### src/rtl/branch_resolve_ctrl_if.sv
// Request, comparator, redirect and lookup signals of the branch resolution controller.
// The slave modport is the controller's view; master is its environment.
interface branch_resolve_ctrl_if #(
   parameter int CNT_W = 16
);
   logic             i_valid;
   logic             o_ready;
   logic [31:0]      i_pc;
   logic [31:0]      i_imm;
   logic [2:0]       i_funct3;
   logic [31:0]      i_dataA;
   logic [31:0]      i_dataB;
   logic             i_pred_taken;
   logic [31:0]      o_cmpA;
   logic [31:0]      o_cmpB;
   logic             o_br_comp;
   logic             o_brUn;
   logic             i_brEq;
   logic             i_brLT;
   logic             o_redir_valid;
   logic             i_redir_ready;
   logic [31:0]      o_redir_pc;
   logic             o_flush;
   logic             o_illegal;
   logic [31:0]      i_lookup_pc;
   logic             o_lookup_taken;
   logic [CNT_W-1:0] o_mispred_cnt;

   modport slave (
      input  i_valid, i_pc, i_imm, i_funct3, i_dataA, i_dataB, i_pred_taken,
      input  i_brEq, i_brLT, i_redir_ready, i_lookup_pc,
      output o_ready, o_cmpA, o_cmpB, o_br_comp, o_brUn, o_redir_valid,
      output o_redir_pc, o_flush, o_illegal, o_lookup_taken, o_mispred_cnt
   );

   modport master (
      output i_valid, i_pc, i_imm, i_funct3, i_dataA, i_dataB, i_pred_taken,
      output i_brEq, i_brLT, i_redir_ready, i_lookup_pc,
      input  o_ready, o_cmpA, o_cmpB, o_br_comp, o_brUn, o_redir_valid,
      input  o_redir_pc, o_flush, o_illegal, o_lookup_taken, o_mispred_cnt
   );
endinterface

### src/rtl/branch_resolve_ctrl.sv
// Resolves one conditional branch at a time through an external comparator, trains a
// 2-bit branch history table and redirects fetch on a mispredict.
module branch_resolve_ctrl #(
   parameter int BHT_IDX_W = 4,
   parameter int CNT_W     = 16
) (
   input logic                  clk,
   input logic                  rst,
   branch_resolve_ctrl_if.slave bus
);
   localparam int BHT_N = 1 << BHT_IDX_W;

   localparam logic [1:0] IDLE    = 2'd0;
   localparam logic [1:0] CMP     = 2'd1;
   localparam logic [1:0] RESOLVE = 2'd2;
   localparam logic [1:0] REDIR   = 2'd3;

   logic [1:0]           state_r;
   logic [1:0]           nextState_s;
   logic [31:0]          pc_r;
   logic [31:0]          imm_r;
   logic [2:0]           funct3_r;
   logic                 pred_r;
   logic [31:0]          cmpA_r;
   logic [31:0]          cmpB_r;
   logic                 brEq_r;
   logic                 brLT_r;
   logic                 ready_r;
   logic                 brComp_r;
   logic                 brUn_r;
   logic                 flush_r;
   logic                 illegal_r;
   logic                 redirValid_r;
   logic [31:0]          redirPc_r;
   logic [CNT_W-1:0]     cnt_r;
   logic [1:0]           bht_r [BHT_N];
   logic                 legal_s;
   logic                 liveTaken_s;
   logic                 taken_s;
   logic [BHT_IDX_W-1:0] bhtIdx_s;
   logic [BHT_IDX_W-1:0] lookupIdx_s;
   logic                 unusedLookup_s;

   function automatic logic takenDecode(input logic [2:0] f3, input logic eq, input logic lt);
      case (f3)
         3'b000:         takenDecode = eq;
         3'b001:         takenDecode = !eq;
         3'b100, 3'b110: takenDecode = lt;
         3'b101, 3'b111: takenDecode = !lt;
         default:        takenDecode = 1'b0;
      endcase
   endfunction

   // Condition decode, table indices and next-state selection.
   always_comb begin
      legal_s     = (funct3_r[2:1] != 2'b01);
      liveTaken_s = legal_s && takenDecode(funct3_r, bus.i_brEq, bus.i_brLT);
      taken_s     = legal_s && takenDecode(funct3_r, brEq_r, brLT_r);
      bhtIdx_s    = pc_r[BHT_IDX_W+1:2];
      lookupIdx_s = bus.i_lookup_pc[BHT_IDX_W+1:2];
      nextState_s = state_r;
      case (state_r)
         IDLE: begin
            if (bus.i_valid) nextState_s = CMP;
            else             nextState_s = IDLE;
         end
         CMP: nextState_s = RESOLVE;
         RESOLVE: begin
            if (flush_r) nextState_s = REDIR;
            else         nextState_s = IDLE;
         end
         REDIR: begin
            if (bus.i_redir_ready) nextState_s = IDLE;
            else                   nextState_s = REDIR;
         end
         default: nextState_s = IDLE;
      endcase
   end

   // FSM, request latch and registered control outputs.
   always_ff @(posedge clk) begin
      if (rst) begin
         state_r      <= IDLE;
         ready_r      <= 1'b1;
         brComp_r     <= 1'b0;
         brUn_r       <= 1'b0;
         flush_r      <= 1'b0;
         illegal_r    <= 1'b0;
         redirValid_r <= 1'b0;
         redirPc_r    <= 32'd0;
         pc_r         <= 32'd0;
         imm_r        <= 32'd0;
         funct3_r     <= 3'd0;
         pred_r       <= 1'b0;
         cmpA_r       <= 32'd0;
         cmpB_r       <= 32'd0;
         brEq_r       <= 1'b0;
         brLT_r       <= 1'b0;
      end else begin
         state_r      <= nextState_s;
         ready_r      <= (nextState_s == IDLE);
         brComp_r     <= (nextState_s == CMP);
         brUn_r       <= (nextState_s == CMP) && (bus.i_funct3[2:1] == 2'b11);
         redirValid_r <= (nextState_s == REDIR);
         // Flush is decided from the live comparator result so it lands in RESOLVE.
         flush_r      <= (state_r == CMP) && legal_s && (liveTaken_s != pred_r);
         illegal_r    <= (state_r == CMP) && !legal_s;
         if ((state_r == IDLE) && bus.i_valid) begin
            pc_r     <= bus.i_pc;
            imm_r    <= bus.i_imm;
            funct3_r <= bus.i_funct3;
            pred_r   <= bus.i_pred_taken;
            cmpA_r   <= bus.i_dataA;
            cmpB_r   <= bus.i_dataB;
         end
         if (state_r == CMP) begin
            brEq_r <= bus.i_brEq;
            brLT_r <= bus.i_brLT;
         end
         if ((state_r == RESOLVE) && flush_r) begin
            redirPc_r <= taken_s ? (pc_r + imm_r) : (pc_r + 32'd4);
         end
      end
   end

   // Saturating mispredict counter, stepped together with the flush decision.
   always_ff @(posedge clk) begin
      if (rst) begin
         cnt_r <= {CNT_W{1'b0}};
      end else if ((state_r == CMP) && legal_s && (liveTaken_s != pred_r) &&
                   (cnt_r != {CNT_W{1'b1}})) begin
         cnt_r <= cnt_r + {{(CNT_W-1){1'b0}}, 1'b1};
      end else begin
         cnt_r <= cnt_r;
      end
   end

   // Branch history table: 2-bit saturating counters trained in RESOLVE.
   always_ff @(posedge clk) begin
      if (rst) begin
         for (int i = 0; i < BHT_N; i++) begin
            bht_r[i] <= 2'b01;
         end
      end else if ((state_r == RESOLVE) && legal_s) begin
         if (taken_s && (bht_r[bhtIdx_s] != 2'b11)) begin
            bht_r[bhtIdx_s] <= bht_r[bhtIdx_s] + 2'b01;
         end else if (!taken_s && (bht_r[bhtIdx_s] != 2'b00)) begin
            bht_r[bhtIdx_s] <= bht_r[bhtIdx_s] - 2'b01;
         end else begin
            bht_r[bhtIdx_s] <= bht_r[bhtIdx_s];
         end
      end
   end

   assign unusedLookup_s     = ^{bus.i_lookup_pc[31:BHT_IDX_W+2], bus.i_lookup_pc[1:0]};
   assign bus.o_lookup_taken = bht_r[lookupIdx_s][1];
   assign bus.o_ready        = ready_r;
   assign bus.o_cmpA         = cmpA_r;
   assign bus.o_cmpB         = cmpB_r;
   assign bus.o_br_comp      = brComp_r;
   assign bus.o_brUn         = brUn_r;
   assign bus.o_redir_valid  = redirValid_r;
   assign bus.o_redir_pc     = redirPc_r;
   assign bus.o_flush        = flush_r;
   assign bus.o_illegal      = illegal_r;
   assign bus.o_mispred_cnt  = cnt_r;
endmodule
### src/flat_wrapper.sv
// flat-port wrapper written by rule: the top's interface ports become plain ports
module branch_resolve_ctrl_flat 
#(
   parameter int BHT_IDX_W = 4,
   parameter int CNT_W     = 16
)
  (clk, rst, bus_i_valid, bus_i_pc, bus_i_imm, bus_i_funct3, bus_i_dataA, bus_i_dataB, bus_i_pred_taken, bus_i_brEq, bus_i_brLT, bus_i_redir_ready, bus_i_lookup_pc, bus_o_ready, bus_o_cmpA, bus_o_cmpB, bus_o_br_comp, bus_o_brUn, bus_o_redir_valid, bus_o_redir_pc, bus_o_flush, bus_o_illegal, bus_o_lookup_taken, bus_o_mispred_cnt);
  branch_resolve_ctrl_if #(.CNT_W(CNT_W)) bus_i ();
  input logic clk;
  input logic rst;
  input wire logic [$bits(bus_i.i_valid)-1:0] bus_i_valid;
  input wire logic [$bits(bus_i.i_pc)-1:0] bus_i_pc;
  input wire logic [$bits(bus_i.i_imm)-1:0] bus_i_imm;
  input wire logic [$bits(bus_i.i_funct3)-1:0] bus_i_funct3;
  input wire logic [$bits(bus_i.i_dataA)-1:0] bus_i_dataA;
  input wire logic [$bits(bus_i.i_dataB)-1:0] bus_i_dataB;
  input wire logic [$bits(bus_i.i_pred_taken)-1:0] bus_i_pred_taken;
  input wire logic [$bits(bus_i.i_brEq)-1:0] bus_i_brEq;
  input wire logic [$bits(bus_i.i_brLT)-1:0] bus_i_brLT;
  input wire logic [$bits(bus_i.i_redir_ready)-1:0] bus_i_redir_ready;
  input wire logic [$bits(bus_i.i_lookup_pc)-1:0] bus_i_lookup_pc;
  output wire logic [$bits(bus_i.o_ready)-1:0] bus_o_ready;
  output wire logic [$bits(bus_i.o_cmpA)-1:0] bus_o_cmpA;
  output wire logic [$bits(bus_i.o_cmpB)-1:0] bus_o_cmpB;
  output wire logic [$bits(bus_i.o_br_comp)-1:0] bus_o_br_comp;
  output wire logic [$bits(bus_i.o_brUn)-1:0] bus_o_brUn;
  output wire logic [$bits(bus_i.o_redir_valid)-1:0] bus_o_redir_valid;
  output wire logic [$bits(bus_i.o_redir_pc)-1:0] bus_o_redir_pc;
  output wire logic [$bits(bus_i.o_flush)-1:0] bus_o_flush;
  output wire logic [$bits(bus_i.o_illegal)-1:0] bus_o_illegal;
  output wire logic [$bits(bus_i.o_lookup_taken)-1:0] bus_o_lookup_taken;
  output wire logic [$bits(bus_i.o_mispred_cnt)-1:0] bus_o_mispred_cnt;
  assign bus_i.i_valid = bus_i_valid;
  assign bus_i.i_pc = bus_i_pc;
  assign bus_i.i_imm = bus_i_imm;
  assign bus_i.i_funct3 = bus_i_funct3;
  assign bus_i.i_dataA = bus_i_dataA;
  assign bus_i.i_dataB = bus_i_dataB;
  assign bus_i.i_pred_taken = bus_i_pred_taken;
  assign bus_i.i_brEq = bus_i_brEq;
  assign bus_i.i_brLT = bus_i_brLT;
  assign bus_i.i_redir_ready = bus_i_redir_ready;
  assign bus_i.i_lookup_pc = bus_i_lookup_pc;
  assign bus_o_ready = bus_i.o_ready;
  assign bus_o_cmpA = bus_i.o_cmpA;
  assign bus_o_cmpB = bus_i.o_cmpB;
  assign bus_o_br_comp = bus_i.o_br_comp;
  assign bus_o_brUn = bus_i.o_brUn;
  assign bus_o_redir_valid = bus_i.o_redir_valid;
  assign bus_o_redir_pc = bus_i.o_redir_pc;
  assign bus_o_flush = bus_i.o_flush;
  assign bus_o_illegal = bus_i.o_illegal;
  assign bus_o_lookup_taken = bus_i.o_lookup_taken;
  assign bus_o_mispred_cnt = bus_i.o_mispred_cnt;
  branch_resolve_ctrl #(.BHT_IDX_W(BHT_IDX_W), .CNT_W(CNT_W)) u_core (.clk(clk), .rst(rst), .bus(bus_i));
endmodule
### config.mk
export PLATFORM = sky130hd
export DESIGN_NAME = branch_resolve_ctrl_flat
export DESIGN_NICKNAME = d
export VERILOG_FILES = /design/src/rtl/branch_resolve_ctrl_if.sv /design/src/rtl/branch_resolve_ctrl.sv /design/src/flat_wrapper.sv
export SDC_FILE = /design/constraint.sdc
export NUM_CORES = 1
export LEC_CHECK = 0
export ABC_AREA = 0
export BUFFER_PORTS_ARGS = -buffer_cell sky130_fd_sc_hd__buf_2
export CAP_MARGIN = 15
export CORE_MARGIN = 2
export CORE_UTILIZATION = 50
export DETAILED_ROUTE_END_ITERATION = 8
export PLACE_DENSITY_LB_ADDON = 0.1
export SLEW_MARGIN = 30
export SYNTH_ARGS = -nofsm -noshare
export SYNTH_HDL_FRONTEND = slang
export SYNTH_SLANG_ARGS = --single-unit
### constraint.sdc
create_clock -name clk -period 6.9 [get_ports clk]
set_input_delay 1.035 -clock clk [delete_from_list [all_inputs] [get_ports clk]]
set_output_delay 1.035 -clock clk [all_outputs]
set_load 0.1 [all_outputs]
# Yosys cells after proc, flatten, opt, wreduce, memory -nomap -nowiden
# Memory sizes are Yosys's and may differ from the RTL's. A register that Yosys moved wholly into a read port is not among the register bits.
# Index checks and enable logic that the tools add are counted.
# totals
mem_bits_rw	32
latch_bits	0
output_inout_bits	119
romBits	0
memories	1
input_bits	170
register_bits	190
elab_cells	95
# mem_list
name	depth	width	rd	rd_clocked_by_memory_dff	write_ports	line	text
u_core.bht_r	16	2	2	1	16	branch_resolve_ctrl.sv:36	logic [1:0] bht_r [BHT_N];
# op_classes
n_mux	30
n_div	0
n_bitwise	2
eq_ne	15
mul	0
add_sub_neg	5
shifts	0
n_lt_le_gt_ge	0
n_reduce_logical	25
# ops
cell	n
$add A32 B3 Y32 const B	1
$add A32 B32 Y32	1
$mux W32	1
$mux W1	18
$add A16 B1 Y16 const B	1
$ne A16 B16 Y1 const B	1
$eq A3 B3 Y1 const B	4
$logic_and A1 B1 Y1	12
$mux W4	3
$mux W2	5
$eq A2 B2 Y1 const B	4
$pmux W1 S4	2
$pmux W2 S4	1
$logic_not A1 Y1	6
$reduce_or A2 Y1	3
$eq A2 B1 Y1 const B	2
$logic_not A2 Y1	2
$eq A3 B1 Y1 const B	1
$logic_not A3 Y1	1
$add A2 B1 Y2 const B	1
$ne A2 B1 Y1 const B	1
$ne A2 B2 Y1 const B	1
$or A1 B1 Y1	2
$reduce_bool A2 Y1	1
other kinds (2)	2

# Logic depth before layout (Yosys ltp)
# Gate-level depths: netlist of run 1.
# logic_depth
word_depth	15
mapped_depth	11
ltp_nobuf	10

# Worst setup path before layout of run 1
# Ideal clock, no wire load.
# synth_path
kind	input-to-output
start	in bus_i_lookup_pc[2]
end	out bus_o_lookup_taken
slack_ps	3619
path_buffers	0
cell_stages	2
arrival_time_ps	2246
required_ps	5865
cell_sequence	mux4_2 > mux4_2
# synth_between
elab_chain_cells	1
# synth_lines
element	line	text
start, declared	flat_wrapper.sv:21	input wire logic [$bits(bus_i.i_lookup_pc)-1:0] bus_i_lookup_pc;
$mem_v2 Z16 W2	-	
end, declared	flat_wrapper.sv:31	output wire logic [$bits(bus_i.o_lookup_taken)-1:0] bus_o_lookup_taken;
# No other way between the ends.

# Worst setup path in the final report of run 1
# Ends and elaborated chain as after synthesis.

==> impl_metrics.csv, run 1 <==
group,metric,value,unit
pwr,power_leakage,5.66,nW
cells_and_area,syn2layout_area_growth,20.6,%
worst_setup_path,critical_path_class,"input port to output pin",
cts,ctsRootBufferMaster,"clkbuf_16",
synthesis,syn_area,11100,µm²
placed_design,place_ws,3.34,ns
timing,min_period,3.56,ns
synthesis,ys_warn_count,0,
synthesis,async_flop_share,0,
synthesis,synth_cell_types,68,
synthesis,synth-adder-area-share,0.0424,
pwr,pwr-share-comb,0.172,
cts,cts_num_sinks,226,
cts,cts_tree,"built",
cts,cts_resized,0,
floorplanning,num_rows,54,
floorplanning,start_util,0.509,
global_routing,grt_pass1_wl,48500,µm
timing,tns,0,ns
outcome,status,"finished, final reports clean",
cts,htreeDepth,1,
cells_and_area,layout.nets,1765,
route,drt_iter0_drc,661,
synthesis,synth-xor-area-share,0.0489,
synthesis,synth.largest_area_cell,"dfxtp_1",
route,ant_nets,0,
placed_design,dpl.hpwl,21200,µm
worst_setup_path,rr_worst_depth,9,
synthesis,synth_seq_area_share,0.436,
floorplanning,die_w,153,µm
placed_design,gp_congestion,0.879,
synthesis,synthTopCellsByArea,"dfxtp_1 35%, nand2_1 12%, edfxtp_1 8.7%, a21oi_1 8.6%, ha_1 4.1%",
global_routing,grt_use_total,0.248,
global_routing,grt_max_degree,111,
timing,max_freq,281,MHz
timing,worstMarginPinSlew,0.909,ns
synthesis,yosys.cell_count.top_type,"nand2_1",
worst_setup_path,rr_endpoint,"u_core.bus.o_redir_pc[29]$_SDFFE_PP0P_",
worst_setup_path,startpoint,"bus_i_lookup_pc[2]",
synthesis,synth_top_family_by_area,"simple AND/OR/NAND/NOR gates",
hold_path,hp-class,"flip-flop to flip-flop",
worst_setup_path,crit_required,5.86,ns
synthesis,syn_nets,1555,
cts,clk_path_buf_depth,3,
run,drv_cap,0,
pwr,switching_share,0.301,
pwr,vdd_drop_max,0.193,mV
timing,rsz0062_at_grt,"false",
cts,cts_buffers,25,
timing,slew_headroom,0.394,
pwr,power_density,253,nW/µm²
cells_and_area,drive_above_1_share,0.222,
timing,fin_crit_sh,0.516,
cells_and_area,fin_util,0.613,
timing,drv_slew,0,
synthesis,muxShareOfSynthArea,0.0349,
cts,cts_hold_buf,0,
worst_setup_path,worstSetupStartpointType,"input port",
route,drt_pass1_iterations,5,
timing,setup_violations,0,
global_routing,grt_pass1_vias,9628,
synthesis,yosysTopAreaCellShare,0.350,
cts,clk-insertion-delay-late,0.54,ns
pwr,p_int,2.37,mW
synthesis,synth_cells,1348,
cells_and_area,final_cell_area,13400,µm²
floorplanning,io_pins,289,
global_routing,antenna_found_initial,5,
route,drc_errors,0,
synthesis,synth_common_cells,"342 x nand2_1, 194 x dfxtp_1, 190 x a21oi_1",
worst_setup_path,crit_arrival,2.52,ns
placed_design,dp_cells,1810,
timing,hold_violations,0,
synthesis,synth-main-ff-cell,"dfxtp_1",
pwr,finalPower,3.39,mW
pwr,pwr-share-seq,0.425,
worst_setup_path,r2r_start,"u_core.pc_r[4]$_SDFFE_PP0P_",
pwr,p_clk_frac,0.403,
synthesis,yosys_register_bits,226,
timing,fin_skew,0.0144,ns
worst_setup_path,crit_path_end,"bus_o_lookup_taken",
timing,fin_hold_ws,0.451,ns
route,vias,10200,
synthesis,avgSynthCellArea,8.24,µm²
placed_design,portBuffers,260,
worst_setup_path,crit_fanout,4,
route,wl_per_cell,16.2,µm
route,wirelength,30100,µm
synthesis,synth_compound_area_frac,0.165,
synthesis,synth-simple-area-share,0.234,
floorplanning,coreArea,21800,µm²
cts,clk_pin_slew,0.06,ns
pwr,switching_power,1.02,mW
synthesis,synth_edf_count,32,
placed_design,place_area,12500,µm²
timing,layout_setup_ws,3.34,ns
cells_and_area,fin_cells,1859,
worst_setup_path,crit_path_end_kind,"output pin",
route,via_per_inst,5.47,
worst_setup_path,ff2ff_setup_slack,3.78,ns
cts,cts_setup_buffers,0,
floorplanning,dieHeight,153,µm
global_routing,globalRoute.totalOverflow,0,
floorplanning,die-area,23400,µm²
## cells by family after synthesis
family                     Yosys count
and+or+nand+nor                    597
muxes                               20
buffers and inverters               99
adders and majority gates           37
DFF                                226
AOI/OAI and AO/OA                  307
xor gates and xnor gates            62
## critical path, stage by stage
cell and delay, ns:
buf_2 0.17, mux4_2 0.54, mux4_2 0.47, buf_2 0.30
## registers in the layout, summed over array words and instances (netlist names), named ones only
name                      cells
u_core.bht_r                 32
u_core.brEq_r                 1
u_core.brLT_r                 1
u_core.bus.o_brUn             1
u_core.bus.o_br_comp          1
u_core.bus.o_cmpA            32
u_core.bus.o_cmpB            32
u_core.bus.o_flush            1
u_core.bus.o_illegal          1
u_core.bus.o_mispred_cnt     16
u_core.bus.o_ready            1
u_core.bus.o_redir_pc        32
u_core.bus.o_redir_valid      1
u_core.funct3_r               3
u_core.imm_r                 32
u_core.pc_r                  32
u_core.pred_r                 1
u_core.state_r                2
## per-layer routing
metal	wire length (µm)	global-route usage	vias up
met1	13200	0.328	4749
met3	1980	0.0471	52
li1	-	-	5078
met5	0	0	-
met2	14300	0.418	294
met4	656	0.0670	0
## cell usage in the layout, fill, tap and decap left out, types with 10 or more instances in the layout
cell and instances:
a211oi_1 10, a21o_1 12, a21oi_1 190, and3_1 12, buf_2 259, clkbuf_16 26
dfxtp_1 194, edfxtp_1 32, ha_1 36, inv_1 13, mux4_2 15, nand2_1 342
nand2b_1 29, nand3_1 36, nand4_1 14, nor2_1 87, nor3_1 31, o21ai_0 30
xnor2_1 31, xor2_1 31
## final cells by class
class | instances | area [µm²]
sequential | 226 | 4840
fill | 2052 | 8440
tap | 280 | 350
clock buffer | 34 | 731
clock inverter | 9 | 118
inverter | 13 | 48.8
antenna | 5 | 12.5
multi-input combinational | 1023 | 5860
timing repair buffer | 269 | 1420
## worst min-delay path by stage
stage,slack (ns),end,cells after the start,startpoint
floorplan,0.44,u_core.imm_r[0]$_SDFFE_PP0P_,2,u_core.imm_r[0]$_SDFFE_PP0P_
global placement,0.44,u_core.bus.o_redir_pc[2]$_SDFFE_PP0P_,2,u_core.bus.o_redir_pc[2]$_SDFFE_PP0P_
detailed placement,0.44,u_core.bus.o_cmpA[17]$_SDFFE_PP0P_,2,u_core.bus.o_cmpA[17]$_SDFFE_PP0P_
CTS,0.45,u_core.bus.o_cmpA[17]$_SDFFE_PP0P_,2,u_core.bus.o_cmpA[17]$_SDFFE_PP0P_
global route,0.47,u_core.bus.o_cmpA[26]$_SDFFE_PP0P_,2,u_core.bus.o_cmpA[26]$_SDFFE_PP0P_
finish,0.45,u_core.bus.o_cmpA[26]$_SDFFE_PP0P_,2,u_core.bus.o_cmpA[26]$_SDFFE_PP0P_
## power by group through the flow
stage | clock, mW | combinational, mW | sequential (mW)
after floorplan | 0 | 0.266 | 1.64
after global placement | 0 | 0.572 | 1.47
after detailed placement | 0 | 0.580 | 1.47
after CTS | 1.39 | 0.582 | 1.44
after global routing | 1.43 | 0.631 | 1.45
final | 1.36 | 0.584 | 1.44
(Power assumes the default switching activity.)
==> inputs of run 2 (changes only) <==
==> constraint.sdc (replaced) <==
create_clock -name clk -period 3.6 [get_ports clk]
set_input_delay 0.54 -clock clk [delete_from_list [all_inputs] [get_ports clk]]
set_output_delay 0.54 -clock clk [all_outputs]
set_load 0.1 [all_outputs]
==> run 2 against run 1 <==
Hold slack lost 0.21 ns. Sequential cell count unchanged. Via count rose by 0.51%. Sequential share of layout area about the same. Largest power group unchanged. Highest routed layer unchanged.
==> impl_metrics.csv, run 2 (synthesis gave the netlist of run 1 again) <==
group,metric,value,unit
floorplanning,io_pins,289,
placed_design,gp_congestion,0.911,
outcome,status,"finished, final reports clean",
route,drc_errors,0,
worst_setup_path,worstSetupStartpointType,"flip-flop",
cts,clk-insertion-delay-late,0.53,ns
timing,layout_setup_ws,0.609,ns
global_routing,grt_pass1_wl,49700,µm
route,drt_pass1_iterations,5,
cts,cts_buffers,25,
global_routing,antenna_found_initial,4,
pwr,power_density,476,nW/µm²
global_routing,grt_max_degree,84,
timing,setup_violations,0,
route,drt_iter0_drc,659,
worst_setup_path,worst_path_max_delay_cell,"o31ai_1",
timing,drv_slew,0,
route,via_per_inst,5.47,
timing,worstMarginPinSlew,0.940,ns
timing,rsz0062_at_grt,"false",
global_routing,grt_pass1_vias,9766,
pwr,finalPower,6.36,mW
cells_and_area,final_cell_mix,"342 x nand2_1, 259 x buf_2, 194 x dfxtp_1",
hold_path,hp-class,"input port to flip-flop",
cts,cts_hold_buf,0,
pwr,power_leakage,5.67,nW
route,ant_nets,0,
worst_setup_path,slowest_delay,0.51,ns
worst_setup_path,critical_path_class,"flip-flop to flip-flop",
placed_design,portBuffers,260,
floorplanning,coreArea,21800,µm²
timing,tns,0,ns
placed_design,dp_cells,1819,
cells_and_area,area.sequential,4840,µm²
timing,fin_skew,0.0122,ns
cells_and_area,multiInputGateArea,5860,µm²
floorplanning,start_util,0.509,
timing,min_period,2.99,ns
timing,fin_crit_sh,0.831,
cells_and_area,layout.nets,1773,
cts,cts_setup_buffers,0,
timing,max_freq,334,MHz
global_routing,globalRoute.totalOverflow,0,
cts,htreeDepth,1,
placed_design,place_ws,0.691,ns
cts,clk_pin_slew,0.06,ns
worst_setup_path,path_cells,"ha_1 -> o21ai_0 -> a211oi_1 -> a221oi_1 -> o31a_1 -> o31ai_1 -> a211oi_2 -> mux2i_1 -> a2111oi_2",
route,wirelength,30600,µm
cts,clk_path_buf_depth,3,
placed_design,dpl.hpwl,21800,µm
worst_setup_path,crit_buf_inv,0,
worst_setup_path,crit_fanout,8,
cells_and_area,drive_above_1_share,0.225,
pwr,vdd_drop_max,0.459,mV
cts,cts_num_sinks,226,
cells_and_area,nFillCells,2020,
timing,hold_violations,0,
floorplanning,die_w,153,µm
worst_setup_path,crit_required,4.02,ns
floorplanning,num_rows,54,
cts,ctsRootBufferMaster,"clkbuf_16",
route,vias,10200,
cells_and_area,syn2layout_area_growth,20.5,%
cts,cts_tree,"built",
worst_setup_path,crit_arrival,3.41,ns
floorplanning,die-area,23400,µm²
worst_setup_path,cp_top_family,"compound AO/OA/AOI/OAI gates",
cells_and_area,layout_commonest_cell,"nand2_1",
timing,slew_headroom,0.374,
route,wl_per_cell,16.4,µm
cells_and_area,fin_cells,1868,
floorplanning,dieHeight,153,µm
run,drv_cap,0,
global_routing,grt_use_total,0.254,
cts,cts_resized,0,
worst_setup_path,crit_path_end_kind,"flip-flop",
[run 2: tightest hold or removal path, stage by stage]
cell	delay [ns]
buf_2	0.09
nand2_1	0.04
a21oi_1	0.05
[run 2: power by group]
group	leakage, nW	switching (mW)	internal [mW]	total, mW
combinational	3.41	0.821	0.310	1.13
clock	0.400	1.02	1.45	2.47
sequential	1.86	0.0923	2.67	2.76
[run 2: cell type report]
type                       count  share of cell area
multi-input combinational   1023               0.438
sequential                   226               0.362
timing repair buffer         277               0.109
clock buffer                  40              0.0570
tap                          280              0.0262
inverter                      13             0.00365
clock inverter                 5             0.00327
antenna                        4            0.000748
[run 2: through the flow]
step | utilization | hold slack [ns] | cell area (µm²)
4_1_cts | 0.613 | 0.231 | 13400
2_1_floorplan | - | 0.441 | 11100
5_1_grt | 0.613 | 0.235 | 13400
3_3_place_gp | 0.576 | 0.438 | 12600
6_report | 0.613 | 0.245 | 13400
3_5_place_dp | 0.576 | 0.445 | 12600
[run 2: final timing paths]
path / startpoint / endpoint / slack [ns] / cells past startpoint
setup / recovery: u_core.pc_r[5]$_SDFFE_PP0P_ / u_core.bus.o_redir_pc[29]$_SDFFE_PP0P_ / 0.61 / 9
hold / removal: bus_i_imm[3] / u_core.imm_r[3]$_SDFFE_PP0P_ / 0.24 / 3
setup reg to reg: u_core.pc_r[5]$_SDFFE_PP0P_ / u_core.bus.o_redir_pc[29]$_SDFFE_PP0P_ / 0.61 / 9
hold reg to reg: u_core.bus.o_cmpB[7]$_SDFFE_PP0P_ / u_core.bus.o_cmpB[7]$_SDFFE_PP0P_ / 0.45 / 2
[run 2: layer usage]
layer | wire length (µm) | global-route usage | up-vias
met5 | 0 | 0 | -
met4 | 635 | 0.0608 | 0
met3 | 2320 | 0.0553 | 51
met2 | 14400 | 0.426 | 339
met1 | 13300 | 0.335 | 4741
li1 | - | - | 5094
==> inputs of run 3 (changes only) <==
--- a/config.mk
+++ b/config.mk
@@ -5,11 +5,11 @@
 export SDC_FILE = /design/constraint.sdc
 export NUM_CORES = 1
 export LEC_CHECK = 0
-export ABC_AREA = 0
+export ABC_AREA = 1
 export BUFFER_PORTS_ARGS = -buffer_cell sky130_fd_sc_hd__buf_2
 export CAP_MARGIN = 15
 export CORE_MARGIN = 2
-export CORE_UTILIZATION = 50
+export CORE_UTILIZATION = 49
 export DETAILED_ROUTE_END_ITERATION = 8
 export PLACE_DENSITY_LB_ADDON = 0.1
 export SLEW_MARGIN = 30
==> constraint.sdc (replaced) <==
create_clock -name clk -period 2.7 [get_ports clk]
set_input_delay 0.405 -clock clk [delete_from_list [all_inputs] [get_ports clk]]
set_output_delay 0.405 -clock clk [all_outputs]
set_load 0.1 [all_outputs]
==> run 3 against run 2 <==
Sequential cell count is the same. First-iteration DRC count grew 11%. Combinational power grew 95%. Utilization shrank 2.5 points. Critical endpoint is now bus_o_lookup_taken.
==> impl_metrics.csv, run 3 <==
group,metric,value,unit
outcome,status,"finished, final reports clean",
pwr,power_density,637,nW/µm²
cts,cts_setup_buffers,0,
timing,fin_skew,0.0196,ns
floorplanning,start_util,0.495,
cells_and_area,fin_cells,2412,
run,drv_cap,0,
global_routing,grt_pass1_vias,11500,
synthesis,synth_cell_types,47,
timing,worstMarginPinSlew,0.620,ns
timing,hold_violations,0,
synthesis,async_flop_share,0,
global_routing,antenna_found_initial,5,
synthesis,yosys.cell_count.top_type,"nand2_1",
cells_and_area,final_cell_mix,"391 x nand2_1, 323 x nor2_1, 260 x buf_2",
cells_and_area,final_cell_area,14700,µm²
worst_setup_path,path_cells,"o21ai_0 -> a21oi_1 -> o221ai_1 -> o31ai_2 -> buf_2",
cts,cts_resized,0,
route,wirelength,36700,µm
global_routing,grt_pass1_wl,57600,µm
route,vias,12300,
synthesis,synth_common_cells,"391 x nand2_1, 323 x nor2_1, 220 x inv_1",
route,drc_errors,0,
timing,setup_violations,0,
worst_setup_path,critical_path_class,"flip-flop to output pin",
worst_setup_path,slowest_delay,0.46,ns
synthesis,syn_area,12400,µm²
placed_design,dp_cells,2362,
synthesis,synth.largest_area_cell,"dfxtp_1",
route,ant_nets,0,
cts,ctsRootBufferMaster,"clkbuf_16",
cts,cts_buffers,26,
timing,fin_crit_sh,0.857,
synthesis,synth_cells,1835,
worst_setup_path,crit_buf_inv,1,
floorplanning,die_w,163,µm
floorplanning,io_pins,289,
synthesis,synth_seq_area_share,0.392,
placed_design,portBuffers,260,
synthesis,syn_nets,2042,
synthesis,synthTopCellsByArea,"dfxtp_1 31%, nand2_1 12%, nor2_1 9.8%, edfxtp_1 7.8%, o21ai_0 7.4%",
global_routing,globalRoute.totalOverflow,0,
global_routing,grt_use_total,0.271,
cells_and_area,layout_commonest_cell,"nand2_1",
route,via_per_inst,5.12,
timing,min_period,2.31,ns
cells_and_area,layout.nets,2267,
timing,drv_slew,0,
route,wl_per_cell,15.2,µm
cells_and_area,fin_util,0.588,
cells_and_area,syn2layout_area_growth,18.9,%
floorplanning,num_rows,58,
pwr,power_leakage,7.14,nW
synthesis,synth-main-ff-cell,"dfxtp_1",
cts,cts_tree,"built",
synthesis,ys_warn_count,0,
worst_setup_path,worst_path_max_delay_cell,"buf_2",
route,drt_iter0_drc,729,
synthesis,yosysTopAreaCellShare,0.314,
timing,slew_headroom,0.587,
worst_setup_path,crit_path_end_kind,"output pin",
synthesis,synth_edf_count,32,
route,drt_pass1_iterations,5,
hold_path,hp-class,"input port to flip-flop",
placed_design,place_area,13900,µm²
worst_setup_path,worstSetupStartpointType,"flip-flop",
floorplanning,die-area,26500,µm²
worst_setup_path,crit_arrival,1.91,ns
floorplanning,dieHeight,163,µm
cts,cts_hold_buf,0,
cts,clk_pin_slew,0.06,ns
global_routing,grt_max_degree,165,
timing,tns,0,ns
worst_setup_path,cp_top_family,"compound AO/OA/AOI/OAI gates",
cells_and_area,drive_above_1_share,0.168,
timing,rsz0062_at_grt,"false",
cts,cts_num_sinks,226,
cts,clk_path_buf_depth,3,
worst_setup_path,crit_required,2.30,ns
synthesis,yosys_register_bits,226,
floorplanning,coreArea,25000,µm²
worst_setup_path,crit_fanout,2,
pwr,vdd_drop_max,0.494,mV
cts,clk-insertion-delay-late,0.55,ns
synthesis,avgSynthCellArea,6.73,µm²
placed_design,dpl.hpwl,27300,µm
cts,htreeDepth,1,
placed_design,gp_congestion,0.955,
timing,max_freq,432,MHz
run 3: cell count changes in the layout (fill, tap and decap cells not counted), moves of 23 or more:
cell	delta
nand3_1	+75
nand2_1	+49
nand2b_1	-29
o21ai_0	+152
a21oi_1	-66
xnor2_1	-23
nor2_1	+236
inv_1	+206
run 3: area by class of cell:
cell class                 instances  area [µm²]
antenna                            4        10.0
clock buffer                      39         771
clock inverter                     7        48.8
fill                            2470       10300
inverter                         225         848
multi-input combinational       1308        6330
sequential                       226        4840
tap                              330         413
timing repair buffer             273        1420
run 3: routing by layer:
metal | part of all wire | track usage
met1 | 0.45 | 0.360
met2 | 0.44 | 0.430
met3 | 0.077 | 0.0578
met4 | 0.036 | 0.109
met5 | 0.00035 | 0
run 3: cell families after synthesis:
| family | count (synthesis) | share of synthesized area |
|---|---|---|
| buffers and inverters | 301 | 0.0973 |
| adder cells (fa/ha/maj) | 37 | 0.0381 |
| flip-flops | 226 | 0.392 |
| AO/OA/AOI/OAI | 347 | 0.148 |
| XOR/XNOR | 31 | 0.0220 |
| AND/OR/NAND/NOR | 893 | 0.303 |
run 3: path summary, 6_finish.rpt:
check,to,startpoint,cells past startpoint,slack [ns]
worst max-delay path,bus_o_lookup_taken,u_core.bht_r[14][1]$_SDFFCE_PN0P_,5,0.39
worst min-delay path,u_core.imm_r[28]$_SDFFE_PP0P_,bus_i_imm[28],3,0.11
worst max register to register,u_core.bus.o_redir_pc[30]$_SDFFE_PP0P_,u_core.pc_r[2]$_SDFFE_PP0P_,10,0.45
worst min register to register,u_core.bus.o_cmpB[18]$_SDFFE_PP0P_,u_core.bus.o_cmpB[18]$_SDFFE_PP0P_,2,0.48
run 3: through the flow:
stage | hold WS (ns) | setup slack [ns] | total power [mW]
finish | 0.109 | 0.386 | 9.36
floorplan | 0.457 | 0.0233 | 5.54
global placement | 0.457 | 0.508 | 6.03
CTS | 0.0936 | 0.357 | 9.41
detailed placement | 0.467 | 0.496 | 6.05
global route | 0.116 | 0.228 | 9.77
run 3: power by group:
group	internal, mW	switching (mW)
combinational	0.531	1.67
sequential	3.62	0.175
clock	1.96	1.40
total	6.11	3.24
run 3: tightest hold or removal path, cell delays in order:
cell and delay (ns):
buf_2 0.07, o21ai_0 0.07, nor2_1 0.07
